`src/rtl/glitch_filter.sv`:
```
// Multi-channel input conditioner: synchronises each raw input, accepts a new level only
// after it persists for FILTER_CYCLES clocks, and flags and counts shorter excursions.
module glitch_filter #(
  parameter int unsigned CHANNELS      = 4,
  parameter int unsigned SYNC_STAGES   = 2,
  parameter int unsigned FILTER_CYCLES = 4,
  parameter int unsigned CNT_WIDTH     = 8
) (
  input  logic                 iClk,
  input  logic                 iRst_n,
  input  logic                 iEnable,
  input  logic                 iClearCount,
  input  logic [CHANNELS-1:0]  iD,
  output logic [CHANNELS-1:0]  oQ,
  output logic [CHANNELS-1:0]  oRise,
  output logic [CHANNELS-1:0]  oFall,
  output logic [CHANNELS-1:0]  oGlitch,
  output logic [CNT_WIDTH-1:0] oGlitchCount
);

  localparam int unsigned RUN_W = $clog2(FILTER_CYCLES + 1);
  localparam int unsigned PC_W  = $clog2(CHANNELS + 1);
  localparam int unsigned SUM_W = CNT_WIDTH + PC_W;
  localparam logic [RUN_W-1:0] RUN_LAST = RUN_W'(FILTER_CYCLES - 1);
  localparam logic [SUM_W-1:0] CNT_MAX  = (SUM_W'(1) << CNT_WIDTH) - SUM_W'(1);

  typedef enum logic {
    ST_STABLE  = 1'b0,
    ST_PENDING = 1'b1
  } state_e;

  logic [SYNC_STAGES-1:0][CHANNELS-1:0] sync_q, sync_d;
  logic [CHANNELS-1:0] s;
  state_e              state_q [CHANNELS];
  state_e              state_d [CHANNELS];
  logic [RUN_W-1:0]    run_q   [CHANNELS];
  logic [RUN_W-1:0]    run_d   [CHANNELS];
  logic [CHANNELS-1:0] q_q, q_d;
  logic [CHANNELS-1:0] rise_q, rise_d;
  logic [CHANNELS-1:0] fall_q, fall_d;
  logic [CHANNELS-1:0] glitch_q, glitch_d;
  logic [CNT_WIDTH-1:0] cnt_q, cnt_d;
  logic [PC_W-1:0]     pop;
  logic [SUM_W-1:0]    sum;

  // Input synchroniser shift chain; the last stage is the sampled level.
  always_comb begin
    sync_d    = sync_q;
    sync_d[0] = iD;
    for (int i = 1; i < SYNC_STAGES; i++) begin
      sync_d[i] = sync_q[i-1];
    end
  end

  assign s = sync_q[SYNC_STAGES-1];

  // Per-channel qualification FSM.
  always_comb begin
    q_d      = q_q;
    rise_d   = '0;
    fall_d   = '0;
    glitch_d = '0;
    for (int ch = 0; ch < CHANNELS; ch++) begin
      state_d[ch] = state_q[ch];
      run_d[ch]   = run_q[ch];
      if (!iEnable) begin
        state_d[ch] = ST_STABLE;
        run_d[ch]   = '0;
      end else begin
        case (state_q[ch])
          ST_STABLE: begin
            if (s[ch] != q_q[ch]) begin
              if (FILTER_CYCLES == 1) begin
                q_d[ch]    = s[ch];
                rise_d[ch] = s[ch];
                fall_d[ch] = ~s[ch];
              end else begin
                state_d[ch] = ST_PENDING;
                run_d[ch]   = RUN_W'(1);
              end
            end
          end
          ST_PENDING: begin
            if (s[ch] != q_q[ch]) begin
              if (run_q[ch] == RUN_LAST) begin
                q_d[ch]     = s[ch];
                rise_d[ch]  = s[ch];
                fall_d[ch]  = ~s[ch];
                state_d[ch] = ST_STABLE;
                run_d[ch]   = '0;
              end else begin
                run_d[ch] = run_q[ch] + RUN_W'(1);
              end
            end else begin
              glitch_d[ch] = 1'b1;
              state_d[ch]  = ST_STABLE;
              run_d[ch]    = '0;
            end
          end
          default: begin
            state_d[ch] = ST_STABLE;
            run_d[ch]   = '0;
          end
        endcase
      end
    end
  end

  // Shared saturating glitch counter; clear wins over same-cycle increments.
  always_comb begin
    pop = '0;
    for (int ch = 0; ch < CHANNELS; ch++) begin
      pop = pop + PC_W'(glitch_d[ch]);
    end
    sum   = SUM_W'(cnt_q) + SUM_W'(pop);
    cnt_d = cnt_q;
    if (iClearCount) begin
      cnt_d = '0;
    end else if (sum > CNT_MAX) begin
      cnt_d = CNT_WIDTH'(CNT_MAX);
    end else begin
      cnt_d = CNT_WIDTH'(sum);
    end
  end

  always_ff @(posedge iClk or negedge iRst_n) begin
    if (!iRst_n) begin
      sync_q   <= '0;
      q_q      <= '0;
      rise_q   <= '0;
      fall_q   <= '0;
      glitch_q <= '0;
      cnt_q    <= '0;
      for (int ch = 0; ch < CHANNELS; ch++) begin
        state_q[ch] <= ST_STABLE;
        run_q[ch]   <= '0;
      end
    end else begin
      sync_q   <= sync_d;
      q_q      <= q_d;
      rise_q   <= rise_d;
      fall_q   <= fall_d;
      glitch_q <= glitch_d;
      cnt_q    <= cnt_d;
      for (int ch = 0; ch < CHANNELS; ch++) begin
        state_q[ch] <= state_d[ch];
        run_q[ch]   <= run_d[ch];
      end
    end
  end

  assign oQ           = q_q;
  assign oRise        = rise_q;
  assign oFall        = fall_q;
  assign oGlitch      = glitch_q;
  assign oGlitchCount = cnt_q;

endmodule
```
`config.mk`:
```
export PLATFORM = sky130hd
export DESIGN_NAME = glitch_filter
export DESIGN_NICKNAME = d
export VERILOG_FILES = /design/src/rtl/glitch_filter.sv
export SDC_FILE = /design/constraint.sdc
export NUM_CORES = 1
export LEC_CHECK = 0
export BUFFER_PORTS_ARGS = -buffer_cell sky130_fd_sc_hd__buf_2
export CAP_MARGIN = 0
export CORE_UTILIZATION = 55
export DETAILED_ROUTE_END_ITERATION = 16
export GPL_TIMING_DRIVEN = 0
export PLACE_DENSITY = 0.78
export SLEW_MARGIN = 5
export SYNTH_ARGS = -nofsm -noshare
export SYNTH_HDL_FRONTEND = slang
export SYNTH_SLANG_ARGS = --single-unit
export TNS_END_PERCENT = 100
```
`constraint.sdc`:
```
create_clock -name iClk -period 3.6 [get_ports iClk]
set_input_delay 0.18 -clock iClk [delete_from_list [all_inputs] [get_ports iClk]]
set_output_delay 0.18 -clock iClk [all_outputs]
set_load 0.005 [all_outputs]
```
==> run metrics, run 1 <==
Skew-Pair Late Insertion Delay 0.37 ns; Worst-path clk slew 0.14 ns; largest net degree at the start of global routing 49; Vias 1,420; max reg flops 12; CP required 3.84 ns; Ant. Diodes 0; Final Critical Period 3.19 ns; CP arrival 3.43 ns; clock sink count 48; Initial Utilization 59.1%; Reg area 1200 µm²; final setup violation count 0; Core ar. 3420 µm²; Max VDD drop 421 µV; multi-input logic area 798 µm²; unrepaired setup endpoints after global routing no; Post-Synthesis Cells 165; cts bufs inserted 5; Worst Setup Slack, final 0.411 ns; crit-path max FO 7; library cells used by synthesis 31; initial antenna violation count 0; TritonRoute pass-1 iters 4; Worst-Margin Slew 1.03 ns; syn_area_per_cell 12.2 µm²; WHS -0.0232 ns; post-route ant nets 0; Startpoint Class flip-flop; Worst slew margin 31.6%; CP endpoint kind flip-flop; DP Worst Slack 0.457 ns; via/cell ratio 5.61; clock root cell clkbuf_4; first-pass GRT wire length 6470 µm; final worst-path cycle share 88.6%; Final Hold Fails 45; max-cap violations 0; Synth Register Bits 48; post-cts sizing count 0; failing checks hold timing; filler cell count 282; max frequency 314 MHz; vias in the first global route 1,401; setup TNS 0 ns; Util after Layout 70.1%; Total Power 1090 µW; Final #Nets 222; hpwl dp 2620 µm; IO buf count 30; Crit-path slowest cell fa_1; Setup Fix Bufs, Post-CTS 0; post-synthesis sequential area ratio 59.5%; Die H 62.6 µm; status finished, violations left; most numerous cell on the critical path fa_1; Reg with most FFs run_q; Crit Path Category flip-flop to flip-flop; global route overflow 0; Syn-to-layout area delta 18.6%; Tot GR Track Use 22.0%; H-tree Lvls 2; share of layout cells above drive strength 1 23.2%; die area 3920 µm²; Die W 62.6 µm; Mapped Area 2020 µm²; CTS tree done; Final Skew 0.0196 ns; leak pwr 0.00123 µW; Starting DRT DRC Count 83; num rows 21; Post-Syn Nets 181; yosys warns 0; CP cell instances xor2_1, nor2_1, fa_1, fa_1, fa_1, and4_1, buf_4, a21oi_1, nor2_1; CTS Buffer Depth 2; Placer Congestion 0.765; worst hold path class input pin to async pin; Slew Limit Fails 0; routed wire length 3720 µm; P per Cell Area 456 nW/µm²; largest stage delay on the critical path 0.51 ns; num ports 32; wire per inst 14.7 µm; DRC errors left 0
-- routing by layer --
metal / vias up / share of wire [%] / GRT usage [%]
li1: 674 / - / -
met1: 701 / 42 / 26.3
met2: 33 / 51 / 36.7
met3: 12 / 3.6 / 4.38
met4: 0 / 3.2 / 13.1
met5: - / 0 / 0
-- cells in the final DEF (no fill, tap or decap), types with 2 or more instances in the layout --
cell and n:
dfrtp_1 48, buf_2 30, nand2_1 14, a21oi_1 14, nor2_1 9, nor3b_1 8, xor2_1 5, ha_1 5
clkbuf_4 5, nor2b_1 4, nand3_1 4, o21ai_0 4, o211a_1 4, or3b_1 4, nand4b_1 4, a21boi_1 4
nand3b_1 4, or2_2 4, mux2_2 4, dlygate4sd3_1 4, fa_1 3, bufinv_16 3, clkbuf_1 2, and4_1 2
nor3_1 2, and3_1 2, a311oi_1 2, a31oi_1 2
-- worst paths after layout --
check                                       endpoint  depth (start not counted)           startpoint  slack [ns]
min reg2reg                           s[1]$_DFF_PN0_                          0  sync_d[5]$_DFF_PN0_        0.36
min                             oGlitch[3]$_DFF_PN0_                          1               iRst_n       -0.02
max in group asynchronous       run_q[7]$_DFFE_PN0P_                          1               iRst_n        2.99
max reg2reg                oGlitchCount[2]$_DFF_PN0_                          9    oQ[2]$_DFFE_PN0P_        0.41
max                        oGlitchCount[2]$_DFF_PN0_                          9    oQ[2]$_DFFE_PN0P_        0.41
min in group iClk          oGlitchCount[1]$_DFF_PN0_                          2          iClearCount        0.17
-- synthesized netlist by cell type --
cell	count	area, µm²
dfrtp_1	48	1200
a21oi_1	14	70.1
nand2_1	14	52.6
nor2_1	9	33.8
nor3b_1	8	60.1
ha_1	5	62.6
xor2_1	5	43.8
a21boi_1	4	30.0
mux2_2	4	45.0
nand3_1	4	20.0
nand3b_1	4	30.0
nand4b_1	4	35.0
nor2b_1	4	25.0
o211a_1	4	40.0
o21ai_0	4	20.0
or2_2	4	25.0
or3b_1	4	35.0
fa_1	3	60.1
a311oi_1	2	17.5
a31oi_1	2	12.5
and3_1	2	12.5
and4_1	2	17.5
clkbuf_1	2	7.51
nor3_1	2	10.0
a211oi_1	1	7.51
a21o_1	1	7.51
and4b_1	1	10.0
buf_1	1	3.75
buf_4	1	7.51
nand4_1	1	6.26
nor2b_2	1	8.76
-- stage by stage --
step                instance area [µm²]  instances
floorplan                          2020        165
global placement                   2230        241
detailed placement                 2230        241
CTS                                2390        253
global route                       2390        253
finish                             2390        253
-- power by group --
group	internal [µW]	switching, µW	total (µW)
sequential	555	15.3	570
combinational	28.3	40.1	68.4
clock	286	168	454
total	869	223	1090
-- final cells by class --
cell class                      instances  share of cell area (%)
Buffer                                  4                   0.784
Clock buffer                            5                    1.57
Clock inverter                          3                    3.76
Multi-Input combinational cell        113                    33.4
Sequential cell                        48                    50.2
Tap cell                               46                    2.40
Timing Repair Buffer                   34                    7.95
-- kinds of logic after synthesis --
group	count (synthesis)	synth area share (%)
AOI/OAI and AO/OA	32	10.2
xor gates and xnor gates	5	2.17
adders and majority gates	8	6.08
buffers and inverters	4	0.930
DFF	48	59.5
muxes	4	2.23
and+or+nand+nor	64	18.9
-- what timing repair did --
item,4_1_cts,5_1_grt
hold buffers,4,0
endpoints found under the hold margin,4,0
endpoints found under the setup margin,0,0
-- critical path, delay by kind of cell (launching register included) --
kind,cells,cell delay (ns)
compound gates,1,0.14
flops,1,0.45
simple gates,3,0.42
buf+inv,1,0.15
xor+xnor,1,0.44
fa+ha+maj,3,1.47
Power figures use the tool's default switching activity.
==> inputs of run 2 (changes only) <==
Settings changed: CORE_MARGIN set to 2, GPL_TIMING_DRIVEN 0 to 1, HOLD_SLACK_MARGIN set to 0.05.
==> run metrics, run 2 (synthesis gave the netlist of run 1 again) <==
status completed; Ant. Diodes 0 (unchanged); Die W 64.6 µm (+3.2%); final worst-path cycle share 84.8% (-3.7 points); CP bufs+invs 0 (-1); cts bufs inserted 5 (unchanged); global route overflow 0 (unchanged); Crit-path slowest cell fa_1; post-cts sizing count 0 (unchanged); via/cell ratio 5.50 (-2.0%); clock root cell clkbuf_8; Worst slew margin 33.7% (+2.1 points); Top delay family on crit path adder cells; wire per inst 13.5 µm (-8.5%); Initial Utilization 56.0% (-3.1 points); Worst path depth 8 (-1); IO buf count 31 (+3.3%); max reg flops 12 (unchanged); first-pass GRT wire length 6000 µm (-7.4%); Vias 1,386 (-2.4%); Starting DRT DRC Count 94 (+13%); CP endpoint kind flip-flop; routed wire length 3390 µm (-8.9%); DP Worst Slack 0.508 ns (+0.0507 ns); Setup Fix Bufs, Post-CTS 0 (unchanged); Worst-Margin Slew 0.994 ns (-0.0317 ns); Die H 64.6 µm (+3.2%); Tot GR Track Use 19.0% (-2.9 points); cells on worst reg2reg path 8 (-1); largest net degree at the start of global routing 49 (unchanged); Final Skew 0.0102 ns (-0.00940 ns); Reg with most FFs run_q; crit-path max FO 7 (unchanged); final setup violation count 0 (unchanged); Skew-Pair Late Insertion Delay 0.30 ns (-0.07 ns); worst hold path class input pin to async pin; Worst-path clk slew 0.09 ns (-0.05 ns); CTS Hold Bufs 4 (unchanged); placed cells 240 (-0.41%); Finished Layout Cells 252 (-0.40%); Int Pwr 738 µW (-15%); Worst Setup Slack, final 0.546 ns (+0.135 ns); Syn-to-layout area delta 16.6%; Total Power 965 µW (-12%); max-cap violations 0 (unchanged); initial antenna violation count 0 (unchanged); P per Cell Area 410 nW/µm² (-10%); Final #Nets 219 (-1.4%); Placer Congestion 0.833 (+8.8%); most numerous cell on the critical path fa_1; H-tree Lvls 2 (unchanged); CTS tree done; hpwl dp 2380 µm (-9.2%); Clk pwr share 34.2% (-7.3 points); die area 4170 µm² (+6.5%); unrepaired setup endpoints after global routing no; TritonRoute pass-1 iters 4 (unchanged); leak pwr 0.00121 µW (-2.2%); Slew Limit Fails 0 (unchanged); Switching Share 23.6% (+3.1 points); commonest non-fill, non-tap cell in the layout dfrtp_1; Max VDD drop 299 µV (-29%); CP required 3.77 ns (-0.07 ns); vias in the first global route 1,393 (-0.57%); largest stage delay on the critical path 0.50 ns (about the same); Startpoint Class flip-flop; Core ar. 3610 µm² (+5.6%); num rows 22 (+4.8%); CP arrival 3.23 ns (-0.20 ns); Crit Path Category flip-flop to flip-flop; CP cell instances xor2_1, nor2_1, fa_1, fa_1, fa_1, and4_1, nor2b_2, a311oi_1; Comb pwr share 6.8% (+0.5 points); clock sink count 48 (unchanged); num ports 32 (unchanged); sw power 227 µW (+1.9%); share of layout cells above drive strength 1 23.5% (+0.34 points); max frequency 327 MHz (+4.4%); Final Critical Period 3.05 ns (-0.135 ns); DRC errors left 0 (unchanged); Final Hold Fails 0 (-100%); setup TNS 0 ns (unchanged); most frequent cells in the layout 48 x dfrtp_1, 31 x buf_2, 14 x nand2_1, 14 x a21oi_1, 9 x nor2_1; CTS Buffer Depth 2 (unchanged); Reg power frac 59.0% (+6.8 points); post-route ant nets 0 (unchanged)
-- run 2: cell types whose count changed in the layout (fill, tap and decap cells not counted) --
cell	before	now
buf_1	1	0
buf_2	30	31
buf_4	1	0
bufinv_16	3	0
clkbuf_1	2	0
clkbuf_4	5	0
clkbuf_8	0	6
clkinvlp_4	0	2
-- run 2: cell type report --
type / count / area (µm²)
Multi-Input combinational cell: 113 / 798
Clock buffer: 6 / 82.6
Tap cell: 48 / 60.1
Sequential cell: 48 / 1200
Timing Repair Buffer: 35 / 195
Clock inverter: 2 / 15.0
Fill cell: 286 / 1250
-- run 2: power by group through the flow --
stage               Sequential (µW)  Clock, µW  Combinational (µW)
detailed placement              581          0                64.0
CTS                             570        343                67.5
global route                    573        364                76.4
global placement                579          0                59.4
finish                          570        330                65.8
floorplan                       578          0                35.2
-- run 2: metrics by stage --
stage / util, % / instance area, µm² / hold WS, ns
after floorplan: - / 2020 / -0.116
after global placement: 61.4 / 2210 / 0.288
after detailed placement: 61.4 / 2210 / 0.290
after CTS: 65.2 / 2350 / 0.0796
after global routing: 65.2 / 2350 / 0.135
final: 65.2 / 2350 / 0.0358
-- run 2: layer usage --
layer	track usage [%]	up-vias	wire [µm]
li1	-	666	-
met1	24.1	692	1550
met2	31.5	23	1660
met3	6.08	5	137
met4	5.59	0	51
met5	0	-	0
-- run 2: path summary, 6_finish.rpt --
kind	start	endpoint	slack, ns
setup / recovery	oQ[0]$_DFFE_PN0P_	oGlitchCount[5]$_DFF_PN0_	0.55
hold / removal	iRst_n	run_q[5]$_DFFE_PN0P_	0.04
setup reg to reg	oQ[0]$_DFFE_PN0P_	oGlitchCount[5]$_DFF_PN0_	0.55
hold reg to reg	sync_d[7]$_DFF_PN0_	s[3]$_DFF_PN0_	0.35
max in group asynchronous	iRst_n	oQ[1]$_DFFE_PN0P_	2.94
min in group iClk	iClearCount	oGlitchCount[2]$_DFF_PN0_	0.15
